File: src/rtl/core_pkg.sv
// Shared core definitions for the execute-stage forwarding logic.
//   XLEN_DEF / REG_AW_DEF : default datapath and register-index widths
//   fwd_src_e             : origin of a resolved operand (debug / perf)
//   cand_origin()         : maps a flattened candidate slot back to its origin
package core_pkg;

  localparam int XLEN_DEF   = 32;
  localparam int REG_AW_DEF = 5;

  typedef enum logic [2:0] {
    FWD_EX,
    FWD_MEM,
    FWD_WB,
    FWD_BUF,
    FWD_RF
  } fwd_src_e;

  // Candidate slots are laid out EX lanes, MEM lanes, WB lanes, then buffer entries.
  function automatic fwd_src_e cand_origin(input int cand, input int ntgt);
    if (cand < ntgt)          return FWD_EX;
    else if (cand < 2 * ntgt) return FWD_MEM;
    else if (cand < 3 * ntgt) return FWD_WB;
    else                      return FWD_BUF;
  endfunction

endpackage

File: src/rtl/bypass_mux.sv
// Priority operand select for one source register.
//   idx       : source register index (0 = hardwired zero, never forwarded)
//   rf_data   : register-file read value, used when nothing matches
//   cand_tgt  : flattened candidate destination indices, slot 0 = highest priority
//   cand_data : flattened candidate results, same slot order
//   operand   : resolved operand
//   origin    : where the operand came from (only with BYPASS_PERF_EN)
module bypass_mux
  import core_pkg::*;
#(
  parameter int XLEN   = XLEN_DEF,
  parameter int REG_AW = REG_AW_DEF,
  parameter int NCAND  = 4,
  parameter int NTGT   = 2
) (
  input  logic [REG_AW-1:0]       idx,
  input  logic [XLEN-1:0]         rf_data,
  input  logic [NCAND*REG_AW-1:0] cand_tgt,
  input  logic [NCAND*XLEN-1:0]   cand_data,
  output logic [XLEN-1:0]         operand
`ifdef BYPASS_PERF_EN
  ,output fwd_src_e               origin
`endif
);

  // Walk from lowest to highest priority so the last match written wins.
  // A zero target can never match because idx == 0 skips the search.
  always_comb begin
    operand = rf_data;
`ifdef BYPASS_PERF_EN
    origin  = FWD_RF;
`endif
    if (idx != '0) begin
      for (int c = NCAND - 1; c >= 0; c--) begin
        if (cand_tgt[c*REG_AW +: REG_AW] == idx) begin
          operand = cand_data[c*XLEN +: XLEN];
`ifdef BYPASS_PERF_EN
          origin  = cand_origin(c, NTGT);
`endif
        end
      end
    end
  end

endmodule

File: src/rtl/bypass_network.sv
// Operand forwarding and load-use hazard unit for the execute stage.
// Optional macro: BYPASS_PERF_EN adds stall_cycles and fwd_hits counters.
//   clk, rst_n                    : core clock, async active-low reset
//   src_idx, rf_data              : per-source register index and RF read data
//   id_bubble                     : instruction in execute is a bubble
//   ex_/mem_/wb_ tgt, data        : per-lane destination index and result
//   ex_/mem_/wb_ bubble           : stage holds a bubble (its targets are ignored)
//   ex_is_load, mem_is_load       : stage holds a load
//   flush                         : clears the stall-replay buffer
//   operand                       : resolved operands
//   stall                         : load-use hazard, hold decode/execute
//   buf_ovf                       : sticky, replay buffer dropped a valid entry
module bypass_network
  import core_pkg::*;
#(
  parameter int XLEN      = XLEN_DEF,
  parameter int REG_AW    = REG_AW_DEF,
  parameter int NSRC      = 2,
  parameter int NTGT      = 2,
  parameter int BUF_DEPTH = 2
) (
  input  logic                     clk,
  input  logic                     rst_n,
  input  logic [NSRC*REG_AW-1:0]   src_idx,
  input  logic [NSRC*XLEN-1:0]     rf_data,
  input  logic                     id_bubble,
  input  logic [NTGT*REG_AW-1:0]   ex_tgt,
  input  logic [NTGT*REG_AW-1:0]   mem_tgt,
  input  logic [NTGT*REG_AW-1:0]   wb_tgt,
  input  logic [NTGT*XLEN-1:0]     ex_data,
  input  logic [NTGT*XLEN-1:0]     mem_data,
  input  logic [NTGT*XLEN-1:0]     wb_data,
  input  logic                     ex_bubble,
  input  logic                     mem_bubble,
  input  logic                     wb_bubble,
  input  logic                     ex_is_load,
  input  logic                     mem_is_load,
  input  logic                     flush,
  output logic [NSRC*XLEN-1:0]     operand,
  output logic                     stall,
  output logic                     buf_ovf
`ifdef BYPASS_PERF_EN
  ,output logic [31:0]             stall_cycles,
  output logic [31:0]              fwd_hits
`endif
);

  localparam int LANE_AW = NTGT * REG_AW;
  localparam int LANE_DW = NTGT * XLEN;
  localparam int NCAND   = (3 + BUF_DEPTH) * NTGT;

  logic [LANE_AW-1:0] ex_tgt_m, mem_tgt_m, wb_tgt_m;
  logic [LANE_AW-1:0] buf_tgt  [BUF_DEPTH];
  logic [LANE_DW-1:0] buf_data [BUF_DEPTH];
  logic [NCAND*REG_AW-1:0] cand_tgt;
  logic [NCAND*XLEN-1:0]   cand_data;
  logic ex_hazard, mem_hazard;

  // A bubble stage looks like it writes register 0, which never matches.
  assign ex_tgt_m  = ex_bubble  ? '0 : ex_tgt;
  assign mem_tgt_m = mem_bubble ? '0 : mem_tgt;
  assign wb_tgt_m  = wb_bubble  ? '0 : wb_tgt;

  always_comb begin
    cand_tgt  = '0;
    cand_data = '0;
    cand_tgt [0*LANE_AW +: LANE_AW] = ex_tgt_m;
    cand_tgt [1*LANE_AW +: LANE_AW] = mem_tgt_m;
    cand_tgt [2*LANE_AW +: LANE_AW] = wb_tgt_m;
    cand_data[0*LANE_DW +: LANE_DW] = ex_data;
    cand_data[1*LANE_DW +: LANE_DW] = mem_data;
    cand_data[2*LANE_DW +: LANE_DW] = wb_data;
    for (int k = 0; k < BUF_DEPTH; k++) begin
      cand_tgt [(3+k)*LANE_AW +: LANE_AW] = buf_tgt[k];
      cand_data[(3+k)*LANE_DW +: LANE_DW] = buf_data[k];
    end
  end

  always_comb begin
    ex_hazard  = 1'b0;
    mem_hazard = 1'b0;
    for (int s = 0; s < NSRC; s++) begin
      for (int l = 0; l < NTGT; l++) begin
        if (ex_tgt_m[l*REG_AW +: REG_AW] != '0 &&
            ex_tgt_m[l*REG_AW +: REG_AW] == src_idx[s*REG_AW +: REG_AW])
          ex_hazard = 1'b1;
        if (mem_tgt_m[l*REG_AW +: REG_AW] != '0 &&
            mem_tgt_m[l*REG_AW +: REG_AW] == src_idx[s*REG_AW +: REG_AW])
          mem_hazard = 1'b1;
      end
    end
    stall = !id_bubble && ((ex_is_load && ex_hazard) || (mem_is_load && mem_hazard));
  end

  // While stalled the held RF reads go stale, so WB results retiring during
  // the stall are kept here (entry 0 newest) until execute proceeds.
  always_ff @(posedge clk or negedge rst_n) begin
    if (!rst_n) begin
      for (int k = 0; k < BUF_DEPTH; k++) begin
        buf_tgt[k]  <= '0;
        buf_data[k] <= '0;
      end
      buf_ovf <= 1'b0;
    end else if (flush) begin
      for (int k = 0; k < BUF_DEPTH; k++) buf_tgt[k] <= '0;
    end else if (stall) begin
      buf_tgt[0]  <= wb_tgt_m;
      buf_data[0] <= wb_data;
      for (int k = 1; k < BUF_DEPTH; k++) begin
        buf_tgt[k]  <= buf_tgt[k-1];
        buf_data[k] <= buf_data[k-1];
      end
      if (buf_tgt[BUF_DEPTH-1] != '0) buf_ovf <= 1'b1;
    end else begin
      for (int k = 0; k < BUF_DEPTH; k++) buf_tgt[k] <= '0;
    end
  end

`ifdef BYPASS_PERF_EN
  fwd_src_e    src_origin [NSRC];
  logic [31:0] hit_cnt;
`endif

  for (genvar s = 0; s < NSRC; s++) begin : g_src
    bypass_mux #(
      .XLEN  (XLEN),
      .REG_AW(REG_AW),
      .NCAND (NCAND),
      .NTGT  (NTGT)
    ) u_mux (
      .idx      (src_idx[s*REG_AW +: REG_AW]),
      .rf_data  (rf_data[s*XLEN +: XLEN]),
      .cand_tgt (cand_tgt),
      .cand_data(cand_data),
      .operand  (operand[s*XLEN +: XLEN])
`ifdef BYPASS_PERF_EN
      ,.origin  (src_origin[s])
`endif
    );
  end

`ifdef BYPASS_PERF_EN
  always_comb begin
    hit_cnt = '0;
    for (int s = 0; s < NSRC; s++)
      if (src_origin[s] != FWD_RF) hit_cnt = hit_cnt + 32'd1;
  end

  always_ff @(posedge clk or negedge rst_n) begin
    if (!rst_n) begin
      stall_cycles <= '0;
      fwd_hits     <= '0;
    end else begin
      if (stall)      stall_cycles <= stall_cycles + 32'd1;
      if (!id_bubble) fwd_hits     <= fwd_hits + hit_cnt;
    end
  end
`endif

endmodule

File: config.mk
export PLATFORM = sky130hd
export DESIGN_NAME = bypass_network
export DESIGN_NICKNAME = d
export VERILOG_FILES = /design/src/rtl/core_pkg.sv /design/src/rtl/bypass_mux.sv /design/src/rtl/bypass_network.sv
export SDC_FILE = /design/constraint.sdc
export NUM_CORES = 1
export LEC_CHECK = 0
export CAP_MARGIN = 20
export CORE_MARGIN = 2
export CORE_UTILIZATION = 50
export CTS_CLUSTER_SIZE = 14
export DETAILED_ROUTE_END_ITERATION = 7
export PLACE_DENSITY_LB_ADDON = 0.25
export SLEW_MARGIN = 20
export SYNTH_ARGS = -nofsm -noshare
export SYNTH_HDL_FRONTEND = slang
export SYNTH_SLANG_ARGS = --single-unit
File: constraint.sdc
create_clock -name clk -period 6.66 [get_ports clk]
set_clock_uncertainty 0.2 [all_clocks]
set_input_delay 1.665 -clock clk [delete_from_list [all_inputs] [get_ports clk]]
set_output_delay 1.665 -clock clk [all_outputs]
set_load 0.03 [all_outputs]
# After elaboration in Yosys (flattened, before gate mapping)
# Index checks and enable logic that the tools add are counted.
[totals]
register_bits = 149
out_inout_bits = 66
wordCells = 83
[op_classes]
n_eq_ne = 20
n_mux = 35
n_bitwise = 1
n_reduce_logical = 22
[ops]
columns = ["op", "n"]
rows = [
  ["$mux W32", 22],
  ["$eq A5 B5 Y1", 20],
  ["$mux W20", 2],
  ["$mux W10", 3],
  ["$reduce_bool A5 Y1", 6],
  ["$logic_and A1 B1 Y1", 11],
  ["$reduce_bool A10 Y1", 1],
  ["$mux W1", 8],
  ["$reduce_and A3 Y1", 1],
  ["$reduce_and A2 Y1", 1],
  ["$logic_not A1 Y1", 1],
  ["$logic_or A1 B1 Y1", 1],
  ["$not A1 Y1", 1],
]

# Longest topological paths before layout
[logic_depth]
depth_word = 12
depth_mapped = 13
ltp_nobuf = 7

# Modules after synthesis
# Synthesis repeated with hierarchy kept, for this count alone.
[hier_totals]
cells_unflattened = 1800
hier_area_um2 = 15063.2
[by_module_without_submodules]
columns = ["module", "instances", "cells_each", "area_per_inst_um2", "seq_area_each_um2"]
rows = [
  ["bypass_mux", 2, 675, 4151.5, 0.0],
  ["bypass_network", 1, 450, 6760.2, 3728.6],
]

# Worst setup path after synthesis
# Ideal clock, no wire load.
[synth_timing]
path_kind = "input-to-output"
startpoint = "input src_idx[5]"
endpoint = "output operand[34]"
t_arrival_ns = 4.353
setup_slack_ns = 0.442
cell_stages = 9
n_path_buf = 3
path_cell_list = "clkbuf_1 buf_2 xor2_1 nor3_2 clkbuf_1 a311oi_1 o311a_1 o32a_1 o31ai_1"
[synth_via]
elab_chain_len = 12
elab_cells_between_ends = 22
cone_classes = "eq/ne (10); mux (11); reduce/logical (1)"
[synth_lines]
columns = ["element", "line_no", "text"]
rows = [
  ["from (decl)", "bypass_network.sv:24", "input logic [NSRC*REG_AW-1:0] src_idx,"],
  ["$eq A5 B5 Y1", "bypass_mux.sv:35", "if (cand_tgt[c*REG_AW +: REG_AW] == idx) begin"],
  ["$mux W32 (10 in series)", "bypass_mux.sv:35", ""],
  ["$mux W32 *", "bypass_mux.sv:33", "if (idx != '0) begin"],
  ["to (decl)", "bypass_network.sv:39", "output logic [NSRC*XLEN-1:0] operand,"],
]
# Mark *: on every way between the ends. The rest lies on a longest branch, timed or not.

# Worst setup path after layout
[layout_timing]
startpoint = "input src_idx[3]"
endpoint = "output operand[0]"
# Same word-level chain as after synthesis.

==> impl_results.md <==
* Worst hold margin at 0.3129 ns
* Remaining DRCs at 0
* Synth Instances at 1772
* Status: finished, final reports clean
* Cell area after layout at 20950 sq um
* GRT Residual Overflow at 0
* Worst path depth at 12
* Die W at 178.9 microns
* Slowest cell delay on critical path at 0.60 ns
* Placed cell areas at 20330 sq um
* Synth Warn # at 0
* First-pass GRT wire length at 107.3 mm
* IO Pins at 371
* Sequential area share after synthesis at 0.2438
* Post-Layout Cell Count at 2493
* Initial Utilization at 0.5039
* Area of the die at 32000 sq um
* Critical path startpoint: src_idx[3]
* R2r worst-path depth at 3
* Average footprint of a synthesized cell at 8.631 sq um
* CP max-delay cell: clkdlybuf4s50_1
* Slew Viols, Final at 0
* Worst-path cell chain: clkdlybuf4s50_1 -> buf_4 -> xor2_1 -> nor3_1 -> nand3_2 -> o21ai_4 -> buf_4 -> o311ai_0 -> buf_4 -> a221oi_1 -> o31ai_1 -> buf_4
* Unrepaired setup endpoints after global routing: no
* PnR worst setup slack at 0.002732 ns
* Placed cell count at 2458
* Vias at 18520
* CP dominant cell by count: buf_4
* Total wire length at 71.69 mm
* R2R Path End: buf_ovf
* Reg2reg setup slack at 4.73 ns
* IO buf count at 370
* Type of element capturing the critical path: output port
* Count of final hold-check violations at 0
* Max-slew headroom at 0.3177
* Max VDD drop at 0.1737 mV
* WP buf/inv at 5
* Critical R2R Launch: buf_tgt[4]
* Syn Std Cell Area at 15290 sq um
* Max Clk Rate at 150.2 MHz
* Fraction of layout cells with a size suffix above 1 at 0.2087
* Cell Rows at 64
* Req. time, crit path at 4.80 ns
* Clock Path Buffers at 2
* Post-CTS Setup Inserts at 0
* Post-synth EDFFs at 0
* Via density at 7.428
* Setup TNS at 0 ns
* Vias in the first global route at 18510
* Setup slack at placement at -0.09346 ns
* Most frequent cells in the layout: clkdlybuf4s50_1 (298), nor2_1 (202), dfrtp_1 (149)
* Final Util at 0.6904
* Critical-path maximum fanout at 13
* Hold wc startpoint: buf_ovf
* Clock root buffer: clkbuf_16
* GP Congestion at 0.9674
* Wire per inst at 28.76 microns
* Leakage at 8.546 nW
* Max-Cap Viols at 0
* FILL cells at 2391
* Largest net degree at the start of global routing at 104
* GRT Overall Usage at 0.4394
* CP Class: primary input to output port
* Antenna Nets Post-Route at 0
* Critical path's top delay family: buffers and inverters
* Critical Path Start Type: primary input
* CTS buffer count at 17
* Worst Max-Slew Pin Slew at 1.023 ns
* 1st-pass router iterations at 7
* Syn_nets at 2077
* Total power at 3.878 mW
* Iter 0 DRT Violations at 2945
* Clk slew on worst S/H paths at 0.07 ns
* Initial antenna violation count at 3
* Final period util at 0.9996
* Clk sinks at 149
* Period minus WS final at 6.657 ns
* Core area at 30350 sq um
* Detailed Place HPWL at 48.52 mm
* Number of setup violations in the final report at 0
* Worst Setup EP: operand[0]
* CTS tree: done
* Number of H-tree levels at 4
* HP Class: flop to flop
* Height of the chip at 178.9 microns
* Synth cell types at 76
* Register bit total from synthesis at 149
* WP data arrival at 4.79 ns
* Most common cell after layout, fill and taps aside: clkdlybuf4s50_1
* Power Dens Cells at 185.1 nW/um^2
* Area occupied by registers at 3729 sq um
* Layout area overhead at 37.00%
* Area of the multi-input gates at 10740 sq um
* Post-synth top flop: dfrtp_1
* Final net count at 2386
* Clk Latency, worst-skew pair at 0.44 ns
* Async SR Flop Fraction at 1.000
-- logic make-up (layout without fill, tap and decap cells) --
logic type,after synthesis,in the layout,share of synthesized area
buf+inv,229,551,0.06774
other cells,0,3,0
compound gates,678,678,0.3594
simple gates,487,487,0.1527
xor+xnor,68,68,0.03894
flops,149,149,0.2438
mux,161,161,0.1374
-- layout make-up --
type,instances,share of cell area
Tap cell,396,0.02365
Sequential cell,149,0.1780
Antenna cell,3,0.0003583
Clock inverter,15,0.008480
Timing Repair Buffer,498,0.2529
Clock buffer,17,0.02030
Inverter,21,0.003762
Multi-Input combinational cell,1394,0.5126
-- power breakdown --
group | internal (mW) | switching (mW) | total [mW]
logic | 0.787 | 0.715 | 1.50
registers | 1.11 | 0.231 | 1.35
clock network | 0.570 | 0.461 | 1.03
-- flip-flops by register name (all words and copies together), names as in the netlist --
name / flops
buf_data: 128
buf_tgt: 20
buf_ovf: 1
-- routing by layer --
layer	wire length, microns	track usage
met5	0	0
met4	4510	0.2541
met3	10280	0.1268
met2	31660	0.6793
met1	25240	0.5458
-- worst register-to-register path, stage by stage (launching register included) --
cell and delay (ns):
dfrtp_1 0.44, or4_1 0.53, nor4_1 0.50, o21bai_1 0.12
-- how the worst min path moves through the flow --
stage,to,slack (ns),cells after the start
finish,buf_ovf,0.31,1
global route,buf_ovf,0.32,1
CTS,buf_ovf,0.32,1
detailed placement,buf_ovf,0.29,1
global placement,buf_ovf,0.26,1
floorplan,buf_data[60],0.30,1
-- cell usage after synthesis, types with 37 or more instances --
master | count | area, sq um
nand3_1 | 72 | 360.4
dfrtp_1 | 149 | 3729
o31ai_1 | 64 | 480.5
a21oi_1 | 66 | 330.3
mux2_4 | 88 | 1321
a21boi_0 | 61 | 457.9
nand2_1 | 80 | 300.3
a221oi_1 | 97 | 849.6
nor2_1 | 205 | 769.5
o22ai_1 | 37 | 231.5
a311oi_1 | 61 | 534.3
mux2_2 | 40 | 450.4
clkbuf_1 | 163 | 611.8
-- timing repair --
| item | in CTS | in global routing |
|---|---|---|
| endpoints found under the setup margin | 6 | 20 |
| pin swaps | 0 | 0 |
| gates resized for setup | 3 | 7 |
| hold buffers | 0 | 0 |
Power figures use the tool's default switching activity.
